==> config.mk <==
export PLATFORM = sky130hd
export DESIGN_NAME = wb_boot_loader
export DESIGN_NICKNAME = d
export VERILOG_FILES = /design/src/rtl/wb_boot_loader.sv
export SDC_FILE = /design/constraint.sdc
export NUM_CORES = 1
export LEC_CHECK = 0
export BUFFER_PORTS_ARGS = -buffer_cell sky130_fd_sc_hd__buf_2
export CAP_MARGIN = 30
export CORE_ASPECT_RATIO = 1.25
export CORE_MARGIN = 1
export CORE_UTILIZATION = 45
export DETAILED_ROUTE_END_ITERATION = 16
export PLACE_DENSITY = 0.74
export SYNTH_ARGS = -nofsm -noshare
export SYNTH_HDL_FRONTEND = slang
export SYNTH_SLANG_ARGS = --single-unit
==> constraint.sdc <==
create_clock -name wb_clk_i -period 2.29 [get_ports wb_clk_i]
set_input_delay 0.1145 -clock wb_clk_i [delete_from_list [all_inputs] [get_ports wb_clk_i]]
set_output_delay 0.1145 -clock wb_clk_i [all_outputs]
set_load 0.1 [all_outputs]
==> src/rtl/wb_boot_loader.sv <==
// Wishbone boot preloader: streams an image into RAM and holds the core in reset until it is loaded.
// Optional macro BOOT_LOADER_READBACK_EN reads each written word back and compares it before committing.
module wb_boot_loader #(
  parameter int            DW            = 32,
  parameter int            AW            = 32,
  parameter logic [AW-1:0] BASE_ADDR     = '0,
  parameter int            NUM_WORDS     = 1024,
  parameter int            RELEASE_DELAY = 16,
  parameter int            MAX_RETRIES   = 3,
  localparam int           CW            = (NUM_WORDS > 0) ? $clog2(NUM_WORDS + 1) : 1
) (
  input  logic            wb_clk_i,
  input  logic            wb_rst_ni,
  input  logic [DW-1:0]   s_data_i,
  input  logic            s_valid_i,
  output logic            s_ready_o,
  output logic [AW-1:0]   wbm_adr_o,
  output logic [DW-1:0]   wbm_dat_o,
  output logic [DW/8-1:0] wbm_sel_o,
  output logic            wbm_we_o,
  output logic            wbm_cyc_o,
  output logic            wbm_stb_o,
  output logic [2:0]      wbm_cti_o,
  output logic [1:0]      wbm_bte_o,
  input  logic [DW-1:0]   wbm_dat_i,
  input  logic            wbm_ack_i,
  input  logic            wbm_err_i,
  output logic            core_rst_o,
  output logic            done_o,
  output logic            error_o,
  output logic [CW-1:0]   word_cnt_o
);

  localparam int DLW = (RELEASE_DELAY > 0) ? $clog2(RELEASE_DELAY + 1) : 1;
  localparam int RW  = (MAX_RETRIES > 0) ? $clog2(MAX_RETRIES + 1) : 1;

  typedef enum logic [2:0] {
    IDLE, WAIT_DATA, WRITE, READ, CHECK, DELAY, RUN, ERROR
  } state_e;

  state_e         state_q;
  logic [AW-1:0]  adr_q;
  logic [DW-1:0]  dat_q;
  logic           cyc_q, stb_q, we_q, ready_q;
  logic           coreRst_q, done_q, error_q;
  logic [CW-1:0]  wordCnt_q;
  logic [RW-1:0]  retry_q;
  logic [DLW-1:0] delay_q;

  logic [AW-1:0]  adr_d;
  logic [CW-1:0]  wordCnt_d;
  logic           lastWord_d;
  logic           retryOk_d;

  assign adr_d      = adr_q + AW'(DW / 8);
  assign wordCnt_d  = (wordCnt_q == CW'(NUM_WORDS)) ? wordCnt_q : wordCnt_q + 1'b1;
  assign lastWord_d = (wordCnt_d == CW'(NUM_WORDS));
  assign retryOk_d  = (retry_q < RW'(MAX_RETRIES));

`ifdef BOOT_LOADER_READBACK_EN
  logic [DW-1:0] rdData_q;
`else
  logic unusedRdData;
  assign unusedRdData = ^wbm_dat_i;
`endif

  // One registered FSM; a low strobe while in WRITE/READ marks the idle cycle before (re)issuing.
  always_ff @(posedge wb_clk_i or negedge wb_rst_ni) begin
    if (!wb_rst_ni) begin
      state_q   <= IDLE;
      adr_q     <= BASE_ADDR;
      dat_q     <= '0;
      cyc_q     <= 1'b0;
      stb_q     <= 1'b0;
      we_q      <= 1'b0;
      ready_q   <= 1'b0;
      coreRst_q <= 1'b1;
      done_q    <= 1'b0;
      error_q   <= 1'b0;
      wordCnt_q <= '0;
      retry_q   <= '0;
      delay_q   <= '0;
`ifdef BOOT_LOADER_READBACK_EN
      rdData_q  <= '0;
`endif
    end else begin
      case (state_q)
        IDLE: begin
          if (NUM_WORDS == 0) begin
            state_q <= DELAY;
          end else begin
            state_q <= WAIT_DATA;
            ready_q <= 1'b1;
          end
        end
        WAIT_DATA: begin
          if (s_valid_i) begin
            dat_q   <= s_data_i;
            ready_q <= 1'b0;
            cyc_q   <= 1'b1;
            stb_q   <= 1'b1;
            we_q    <= 1'b1;
            state_q <= WRITE;
          end
        end
        WRITE: begin
          if (!stb_q) begin
            stb_q <= 1'b1;
          end else if (wbm_err_i) begin
            if (retryOk_d) begin
              retry_q <= retry_q + 1'b1;
              stb_q   <= 1'b0;
            end else begin
              cyc_q   <= 1'b0;
              stb_q   <= 1'b0;
              we_q    <= 1'b0;
              error_q <= 1'b1;
              state_q <= ERROR;
            end
          end else if (wbm_ack_i) begin
            cyc_q   <= 1'b0;
            stb_q   <= 1'b0;
            we_q    <= 1'b0;
            retry_q <= '0;
`ifdef BOOT_LOADER_READBACK_EN
            state_q <= READ;
`else
            wordCnt_q <= wordCnt_d;
            adr_q     <= adr_d;
            if (lastWord_d) begin
              state_q <= DELAY;
            end else begin
              state_q <= WAIT_DATA;
              ready_q <= 1'b1;
            end
`endif
          end
        end
`ifdef BOOT_LOADER_READBACK_EN
        READ: begin
          if (!stb_q) begin
            cyc_q <= 1'b1;
            stb_q <= 1'b1;
          end else if (wbm_err_i) begin
            if (retryOk_d) begin
              retry_q <= retry_q + 1'b1;
              stb_q   <= 1'b0;
            end else begin
              cyc_q   <= 1'b0;
              stb_q   <= 1'b0;
              error_q <= 1'b1;
              state_q <= ERROR;
            end
          end else if (wbm_ack_i) begin
            cyc_q    <= 1'b0;
            stb_q    <= 1'b0;
            retry_q  <= '0;
            rdData_q <= wbm_dat_i;
            state_q  <= CHECK;
          end
        end
        CHECK: begin
          if (rdData_q == dat_q) begin
            wordCnt_q <= wordCnt_d;
            adr_q     <= adr_d;
            if (lastWord_d) begin
              state_q <= DELAY;
            end else begin
              state_q <= WAIT_DATA;
              ready_q <= 1'b1;
            end
          end else begin
            error_q <= 1'b1;
            state_q <= ERROR;
          end
        end
`endif
        DELAY: begin
          if (delay_q == DLW'(RELEASE_DELAY)) begin
            coreRst_q <= 1'b0;
            done_q    <= 1'b1;
            state_q   <= RUN;
          end else begin
            delay_q <= delay_q + 1'b1;
          end
        end
        RUN, ERROR: begin
          state_q <= state_q;
        end
        default: begin
          state_q <= IDLE;
        end
      endcase
    end
  end

  assign s_ready_o  = ready_q;
  assign wbm_adr_o  = adr_q;
  assign wbm_dat_o  = dat_q;
  assign wbm_sel_o  = '1;
  assign wbm_we_o   = we_q;
  assign wbm_cyc_o  = cyc_q;
  assign wbm_stb_o  = stb_q;
  assign wbm_cti_o  = 3'b000;
  assign wbm_bte_o  = 2'b00;
  assign core_rst_o = coreRst_q;
  assign done_o     = done_q;
  assign error_o    = error_q;
  assign word_cnt_o = wordCnt_q;

endmodule

# ---- Word level (Yosys, flattened, before mapping)
# Cells that the tools add are included.
dict set report op_classes {
  muxes 28
  n_reduce_logical 15
  n_bitwise 4
  order_cmp 1
  eq_ne 17
  n_addsub 4
}
# op count
set ops {}
lappend ops {{32-bit by 3-bit adder with 32-bit output, second input constant} 1}
lappend ops {{11-bit == test, second input constant} 2}
lappend ops {{3-bit 2-to-1 mux} 7}
lappend ops {{3-bit one-hot mux with 5 select lines} 1}
lappend ops {{1-bit 2-to-1 mux} 13}
lappend ops {{2-bit != test, second input constant} 6}
lappend ops {{4-bit AND reduction} 3}
lappend ops {{6-bit AND reduction} 2}
lappend ops {{11-bit by 1-bit adder with 11-bit output, second input constant} 1}
lappend ops {{11-bit 2-to-1 mux} 1}
lappend ops {{3-bit == test, second input constant} 3}
lappend ops {{2-bit AND reduction} 4}
lappend ops {{2-bit 2-to-1 mux} 3}
lappend ops {{3-bit != test, second input constant} 2}
lappend ops {{5-bit by 1-bit adder with 5-bit output, second input constant} 1}
lappend ops {{5-bit == test, second input constant} 1}
lappend ops {{5-bit AND reduction} 1}
lappend ops {{1-bit NOT} 4}
lappend ops {{1-bit one-hot mux with 2 select lines} 2}
lappend ops {{2-bit nonzero test} 2}
lappend ops {{3-bit by 1-bit == test with 1-bit output, second input constant} 1}
lappend ops {{3-bit by 2-bit == test with 1-bit output, second input constant} 1}
lappend ops {{3-bit zero test} 1}
lappend ops {{1-bit one-hot mux with 3 select lines} 1}
lappend ops {{5 further kinds} 5}
dict set report word_totals {
  elab_cells 81
  register_bits 91
  inputBits 69
  out_inout_bits 91
}

# ---- Logic depth before layout (Yosys ltp)
# Gate-level depths: netlist of run 1.
dict set report depth {
  word_depth 8
  ltp_mapped 8
  ltp_nobuf 8
}

# ---- Worst setup path after synthesis of run 1
# No wires, ideal clock.
dict set report synth_timing {
  kind {reg2reg}
  start {reg wordCnt_q[4], in the netlist word_cnt_o[4]}
  end {reg ready_q, in the netlist s_ready_o}
  path_stages_with_launch 8
  path_slack_ns -0.585
  setup_ns 0.123
  period_less_slack_ns 2.875
  t_arrival_ns 2.752
  path_cell_list {dfrtp_1 > buf_2 > nand4_1 > nor3_1 > mux2i_1 > a22oi_1 > or4_4 > a32o_1}
}
dict set report synth_between {
  elab_chain_cells 5
}
# element line
set synth_lines {}
lappend synth_lines {{from (decl)} 46} ;# logic [CW-1:0] wordCnt_q;
lappend synth_lines {{from (signal assigned)} 128} ;# wordCnt_q <= wordCnt_d;
lappend synth_lines {{11-bit by 1-bit adder with 11-bit output / 11-bit == test (equally long branches)} 56} ;# assign wordCnt_d = (wordCnt_q == CW'(NUM_WORDS)) ? wordCnt_q : wordCnt_q + 1'b1;
lappend synth_lines {{11-bit 2-to-1 mux (*)} 56}
lappend synth_lines {{11-bit == test (*)} 57} ;# assign lastWord_d = (wordCnt_d == CW'(NUM_WORDS));
lappend synth_lines {{2-bit != test (no line) (*)} n/a}
lappend synth_lines {{6-bit AND reduction (no line) (*)} n/a}
lappend synth_lines {{to (signal assigned)} 76} ;# ready_q <= 1'b0;
lappend synth_lines {{to (signal assigned)} 93} ;# ready_q <= 1'b1;
lappend synth_lines {{to (signal assigned)} 99} ;# ready_q <= 1'b0;
lappend synth_lines {{to (decl)} 44} ;# logic cyc_q, stb_q, we_q, ready_q;
# Every way passes the cells marked *; elsewhere a longest branch is shown, timed or not.
# A chain may end at the register's enable or synchronous reset.

# ---- Worst setup path after layout of run 1
dict set report layout_timing {
  start {reg wordCnt_q[0], in the netlist word_cnt_o[0]}
  end {reg ready_q, in the netlist s_ready_o}
}
# The elaborated chain is that of the path after synthesis.

==> results.json, run 1 <==
{
  "synth.cells.most_frequent": "88 x dfrtp_1, 36 x mux2_2, 27 x nor2_1",
  "cp-endpoint": "s_ready_o",
  "worstPathMaxFanout": 7,
  "core-area_mm2": 0.008843,
  "power_frac_comb_pct": 56.5,
  "setup_ws_ps": 124.6,
  "p_leak_nw": 2.635,
  "finalPower_mw": 8.243,
  "fp.dieW_um": 88.17,
  "syn-cell-area_mm2": 0.004177,
  "synthFlopType": "dfrtp_1",
  "diodes": 0,
  "power_frac_clock_pct": 15.1,
  "ctsHtreeMaxLevel": 3,
  "dpl.hpwl_um": 5854,
  "dr.pass1.iters": 4,
  "swShare_pct": 55.05,
  "synth.most_common_cell": "dfrtp_1",
  "synth_top_area_share_pct": 52.73,
  "rows": 38,
  "finalHoldViolations": 0,
  "worst-endpoint-arrival_ps": 2420,
  "wl_per_cell_um": 14.15,
  "dp_slack_ps": 78.00,
  "setup_violations": 0,
  "drc": 0,
  "yosysSeqAreaShare_pct": 53.36,
  "startpoint_type": "flop",
  "max_cap_viol_count": 0,
  "start_util_pct": 47.23,
  "viasPerCell": 4.845,
  "grt_overflow": 0,
  "yosysUniqueCellTypes": 58,
  "rrSetupSlack_ps": 120,
  "top_level_ports": 160,
  "path_clk_slew_ps": 90,
  "max_freq_mhz": 461.8,
  "yosys_warnings": 0,
  "intPower_mw": 3.705,
  "cts_root_buffer": "clkbuf_8",
  "finalMaxSlewViolations": 0,
  "vias": 3086,
  "r2r_cells": 7,
  "gp_congestion": 0.7734,
  "clkSinkCount": 89,
  "cts_tree": "yes",
  "finClkSkew_ps": 6.720,
  "ys_async_sr_fraction_pct": 100.0,
  "end_kind": "flop",
  "drive_gt1_share_pct": 42.75,
  "min_path_cells": 2,
  "ir_drop_v": 0.0008312,
  "grt_antenna_before_repair": 0,
  "cp_data_required_time_ps": 2540,
  "synth.largest_area_cell": "dfrtp_1",
  "syn2layout_area_growth_pct": 32.95,
  "die_y_um": 109.7,
  "worstReg2RegEnd": "s_ready_o",
  "hp-class": "input port to flop",
  "finalNetCount": 587,
  "seq_power_share_pct": 28.4,
  "layout_min_cycle_time_ps": 2165,
  "wirelength_um": 9014,
  "cts_buffer_depth": 2,
  "synth-edff-count": 0,
  "p_per_area_mw_per_mm2": 1485,
  "crit_path_start": "word_cnt_o[0]",
  "grt_pass1_vias": 3028,
  "reg2reg_from": "word_cnt_o[0]",
  "drtIter0Drc": 175,
  "ys_ff_latch": 89,
  "portBuffers": 116,
  "postSynthAreaPerCell_um2": 11.80,
  "grt_pass1_wl_um": 14170,
  "status": "complete, no violations",
  "dieArea_mm2": 0.009673,
  "syn_inst": 354,
  "ant_nets": 0,
  "synth_area_leaders": "dfrtp_1 53%, mux2_2 9.7%, xnor2_1 5.2%, xor2_1 4.2%, nor2_1 2.4%",
  "p_switching_mw": 4.538,
  "worst_skew_pair.late_latency_ps": 360,
  "cts_made_buffers": 9,
  "fin_crit_sh_pct": 94.56,
  "crit_type": "flop to flop",
  "track_usage_pct": 19.14,
  "grt_max_degree": 57,
  "rsz0062_at_grt": "no"
}
-- power by group through the flow --
stage               sequential, mW  combinational [mW]  clock (mW)
global placement              2.35                4.48           0
detailed placement            2.38                4.52           0
floorplan                     5.05                1.15           0
CTS                           2.34                4.57        1.28
finish                        2.34                4.66        1.24
global route                  2.41                4.84        1.34
-- metrics by stage --
step                std cells  TNS [ps]  util, %  hold WS [ps]  area, µm²
finish                    637         0    62.79         81.15       5553
global route              637         0    62.79         72.46       5553
CTS                       633         0    62.28         56.61       5508
detailed placement        584         0    55.87         99.14       4941
global placement          584         0    55.87         90.89       4941
floorplan                 363    -5.145        -        -181.1       4298
-- worst max-delay path, cell delays in order, from the launching register on --
cell	delay, ps
dfrtp_4	520
ha_4	210
nand2_2	110
xor2_1	150
a41o_1	180
o2111ai_1	110
or4_4	510
a32o_1	270
-- final cells by class --
| cell class | count | area, µm² |
|---|---|---|
| fillers | 692 | 3291 |
| clock inverters | 5 | 85.08 |
| clock buffers | 11 | 151.4 |
| inverters | 12 | 47.55 |
| repair buffers | 160 | 1021 |
| flip-flops and latches | 89 | 2271 |
| multi-input cells | 240 | 1827 |
| well taps | 120 | 150.1 |
-- worst min path at each step --
| stage | start | endpoint |
|---|---|---|
| floorplan | wb_rst_ni | delay_q[0] |
| global placement | wb_rst_ni | wbm_adr_o[26] |
| detailed placement | wb_rst_ni | wbm_adr_o[26] |
| CTS | wbm_err_i | retry_q[0] |
| global route | wbm_err_i | retry_q[0] |
| finish | wbm_err_i | retry_q[0] |
-- cells in the final DEF (no fill, tap or decap), types with 5 or more instances in the layout --
cell type      synthesis  layout
dfrtp_4                0       7
nand2b_1               5       5
nand4_1                7       7
nand2_1               25      24
dfrtp_2                0      13
nor2_1                27      27
nor3_1                12      11
buf_2                  5     115
inv_1                 12      10
mux2_2                36      36
nand3_1               16      15
buf_4                 12      10
dlygate4sd3_1          0      33
dfrtp_1               88      68
xor2_1                20      20
xnor2_1               25      25
conb_1                 2      11
clkbuf_8               0      11
-- kinds of logic (layout without fill, tap and decap cells) --
logic type	after synthesis	in the layout	share of synthesized area (%)
buffers and inverters	34	188	4.643
and+or+nand+nor	115	115	15.04
AOI/OAI and AO/OA	25	25	5.363
xor gates and xnor gates	45	45	9.437
muxes	38	38	10.19
other	2	11	0.1798
DFF	89	89	53.36
adders and majority gates	6	6	1.797
-- state kept, by name (all words and copies together), names as in the netlist, 2 cells and up --
register / count
wbm_dat_o: 32
wbm_adr_o: 30
word_cnt_o: 11
delay_q: 5
state_q: 3
retry_q: 2
-- routing by layer --
layer,global-route usage [%],wire length [µm]
met5,0,0
met4,7.949,113
met3,4.354,479
met2,32.75,4540
met1,23.06,3880
-- timing repair --
item	in CTS	in global routing
setup buffers	0	4
endpoints found under the hold margin	65	0
hold buffers	33	0
setup endpoints to repair	0	2
gates resized for setup	0	1
Note: power is estimated with default switching activity, not from simulation.
==> run 2: changes to the inputs <==
--- a/config.mk
+++ b/config.mk
@@ -10,6 +10,7 @@
 export CORE_ASPECT_RATIO = 1.25
 export CORE_MARGIN = 1
 export CORE_UTILIZATION = 45
+export CTS_BUF_LIST = sky130_fd_sc_hd__clkbuf_16
 export DETAILED_ROUTE_END_ITERATION = 16
 export PLACE_DENSITY = 0.74
 export SYNTH_ARGS = -nofsm -noshare
==> results.json, run 2 (same netlist as run 1, synthesis figures left out) <==
{
  "core-area_mm2": 0.008843,
  "finalMaxSlewViolations": 0,
  "grt_max_degree": 57,
  "die_y_um": 109.7,
  "finalNetCount": 556,
  "viasPerCell": 4.917,
  "setup_violations": 0,
  "start_util_pct": 47.23,
  "fin_util_pct": 60.14,
  "finalHoldViolations": 0,
  "fp.dieW_um": 88.17,
  "rows": 38,
  "crit_type": "flop to flop",
  "largest_reg_flops": 32,
  "dp_slack_ps": 78.00,
  "cts_root_buffer": "clkbuf_16",
  "drc": 0,
  "use_met2_pct": 30.00,
  "rsz0062_at_grt": "no",
  "setup_ws_ps": 120.3,
  "dpl.hpwl_um": 5854,
  "final_cell_count_no_fill": 606,
  "cp-endpoint": "s_ready_o",
  "status": "complete, no violations",
  "seq_power_share_pct": 27.8,
  "track_usage_pct": 17.96,
  "max_cap_viol_count": 0,
  "cts_buffer_depth": 2,
  "ctsHtreeMaxLevel": 3,
  "p_per_area_mw_per_mm2": 1586,
  "cp_data_required_time_ps": 2520,
  "top_level_ports": 160,
  "drtIter0Drc": 126,
  "drive_gt1_share_pct": 44.44,
  "swShare_pct": 53.77,
  "p_leak_nw": 2.534,
  "dieArea_mm2": 0.009673,
  "grt_antenna_before_repair": 0,
  "vias": 2980,
  "min-delay-start": "s_data_i[10]",
  "finalPower_mw": 8.433,
  "p_switching_mw": 4.534,
  "portBuffers": 116,
  "diodes": 0,
  "power_frac_clock_pct": 18.4,
  "reg2reg_from": "word_cnt_o[0]",
  "cts_made_buffers": 9,
  "end_kind": "flop",
  "fin_crit_sh_pct": 94.75,
  "grt_overflow": 0,
  "wl_per_cell_um": 13.75,
  "layout_commonest_cell": "buf_2",
  "ant_nets": 0,
  "worstPathMaxFanout": 7,
  "r2r_cells": 7,
  "layout_min_cycle_time_ps": 2170,
  "wirelength_um": 8334,
  "worst-endpoint-arrival_ps": 2400,
  "mostFrequentLayoutCells": "115 x buf_2, 68 x dfrtp_1, 36 x mux2_2",
  "worst_skew_pair.late_latency_ps": 340,
  "max_freq_mhz": 460.9,
  "crit_path_start": "word_cnt_o[0]",
  "top_usage_layer": "met2",
  "finClkSkew_ps": 3.515,
  "startpoint_type": "flop",
  "cts_tree": "yes",
  "dp.cells": 584,
  "ir_drop_v": 0.0008751,
  "intPower_mw": 3.899,
  "worstReg2RegEnd": "s_ready_o",
  "gp_congestion": 0.7734,
  "rrSetupSlack_ps": 120,
  "grt_pass1_vias": 2835,
  "power_frac_comb_pct": 53.8,
  "path_clk_slew_ps": 60,
  "use_met1_pct": 22.56,
  "grt_pass1_wl_um": 13320,
  "hp-class": "input port to flop",
  "syn2layout_area_growth_pct": 27.35,
  "clkSinkCount": 89,
  "met3_usage_pct": 4.955,
  "dr.pass1.iters": 4,
  "fin_tns_setup_ps": 0
}
-- run 2: changes by cell type in the layout (fill, tap and decap cells not counted), sizes merged --
cell	delta
dlygate4sd3	-28
clkbuf	-2
clkinv	+2
buf	-3
-- run 2: layout make-up --
class	instances	area (µm²)
Sequential cell	89	2271
Fill cell	741	3525
Clock inverter	7	92.59
Tap cell	120	150.1
Timing Repair Buffer	129	705.7
Clock buffer	9	225.2
Multi-Input combinational cell	240	1827
Inverter	12	47.55
-- run 2: per-stage QoR --
step           hold slack [ps]  instance area (µm²)
2_1_floorplan           -181.1                 4298
3_3_place_gp             90.89                 4941
3_5_place_dp             99.14                 4941
4_1_cts                 0.3497                 5309
5_1_grt                  2.577                 5319
6_report                 8.430                 5319
-- run 2: worst min-delay path by stage --
stage / to / slack, ps / depth (start not counted)
finish: wbm_dat_o[10] / 8 / 2
global route: wbm_dat_o[22] / 3 / 2
CTS: wbm_dat_o[3] / 0.3 / 2
detailed placement: wbm_adr_o[26] / 100 / 1
global placement: wbm_adr_o[26] / 90 / 1
floorplan: delay_q[0] / -180 / 0
-- run 2: what timing repair did --
action | 4_1_cts | 5_1_grt
hold buffers | 5 | 0
setup buffers | 0 | 1
resized for setup | 0 | 1
hold endpoints to repair | 37 | 0
setup endpoints to repair | 0 | 2
-- run 2: metal layers --
metal	vias up	wire length [µm]
met5	-	0
met4	0	97
met3	8	460
met2	91	4188
met1	1428	3588
li1	1453	-
-- run 2: power groups by stage --
stage / logic (mW) / registers (mW) / clock network [mW]
after floorplan: 1.15 / 5.05 / 0
after global placement: 4.48 / 2.35 / 0
after detailed placement: 4.52 / 2.38 / 0
after CTS: 4.54 / 2.35 / 1.59
after global routing: 4.72 / 2.41 / 1.66
final: 4.54 / 2.34 / 1.55
-- run 2: worst max-delay path, cell delays in order (launching register included) --
cell and delay [ps]:
dfrtp_4 520, ha_4 210, nand2_2 110, xor2_1 150, a41o_1 180, o2111ai_1 110, or4_4 510, a32o_1 270
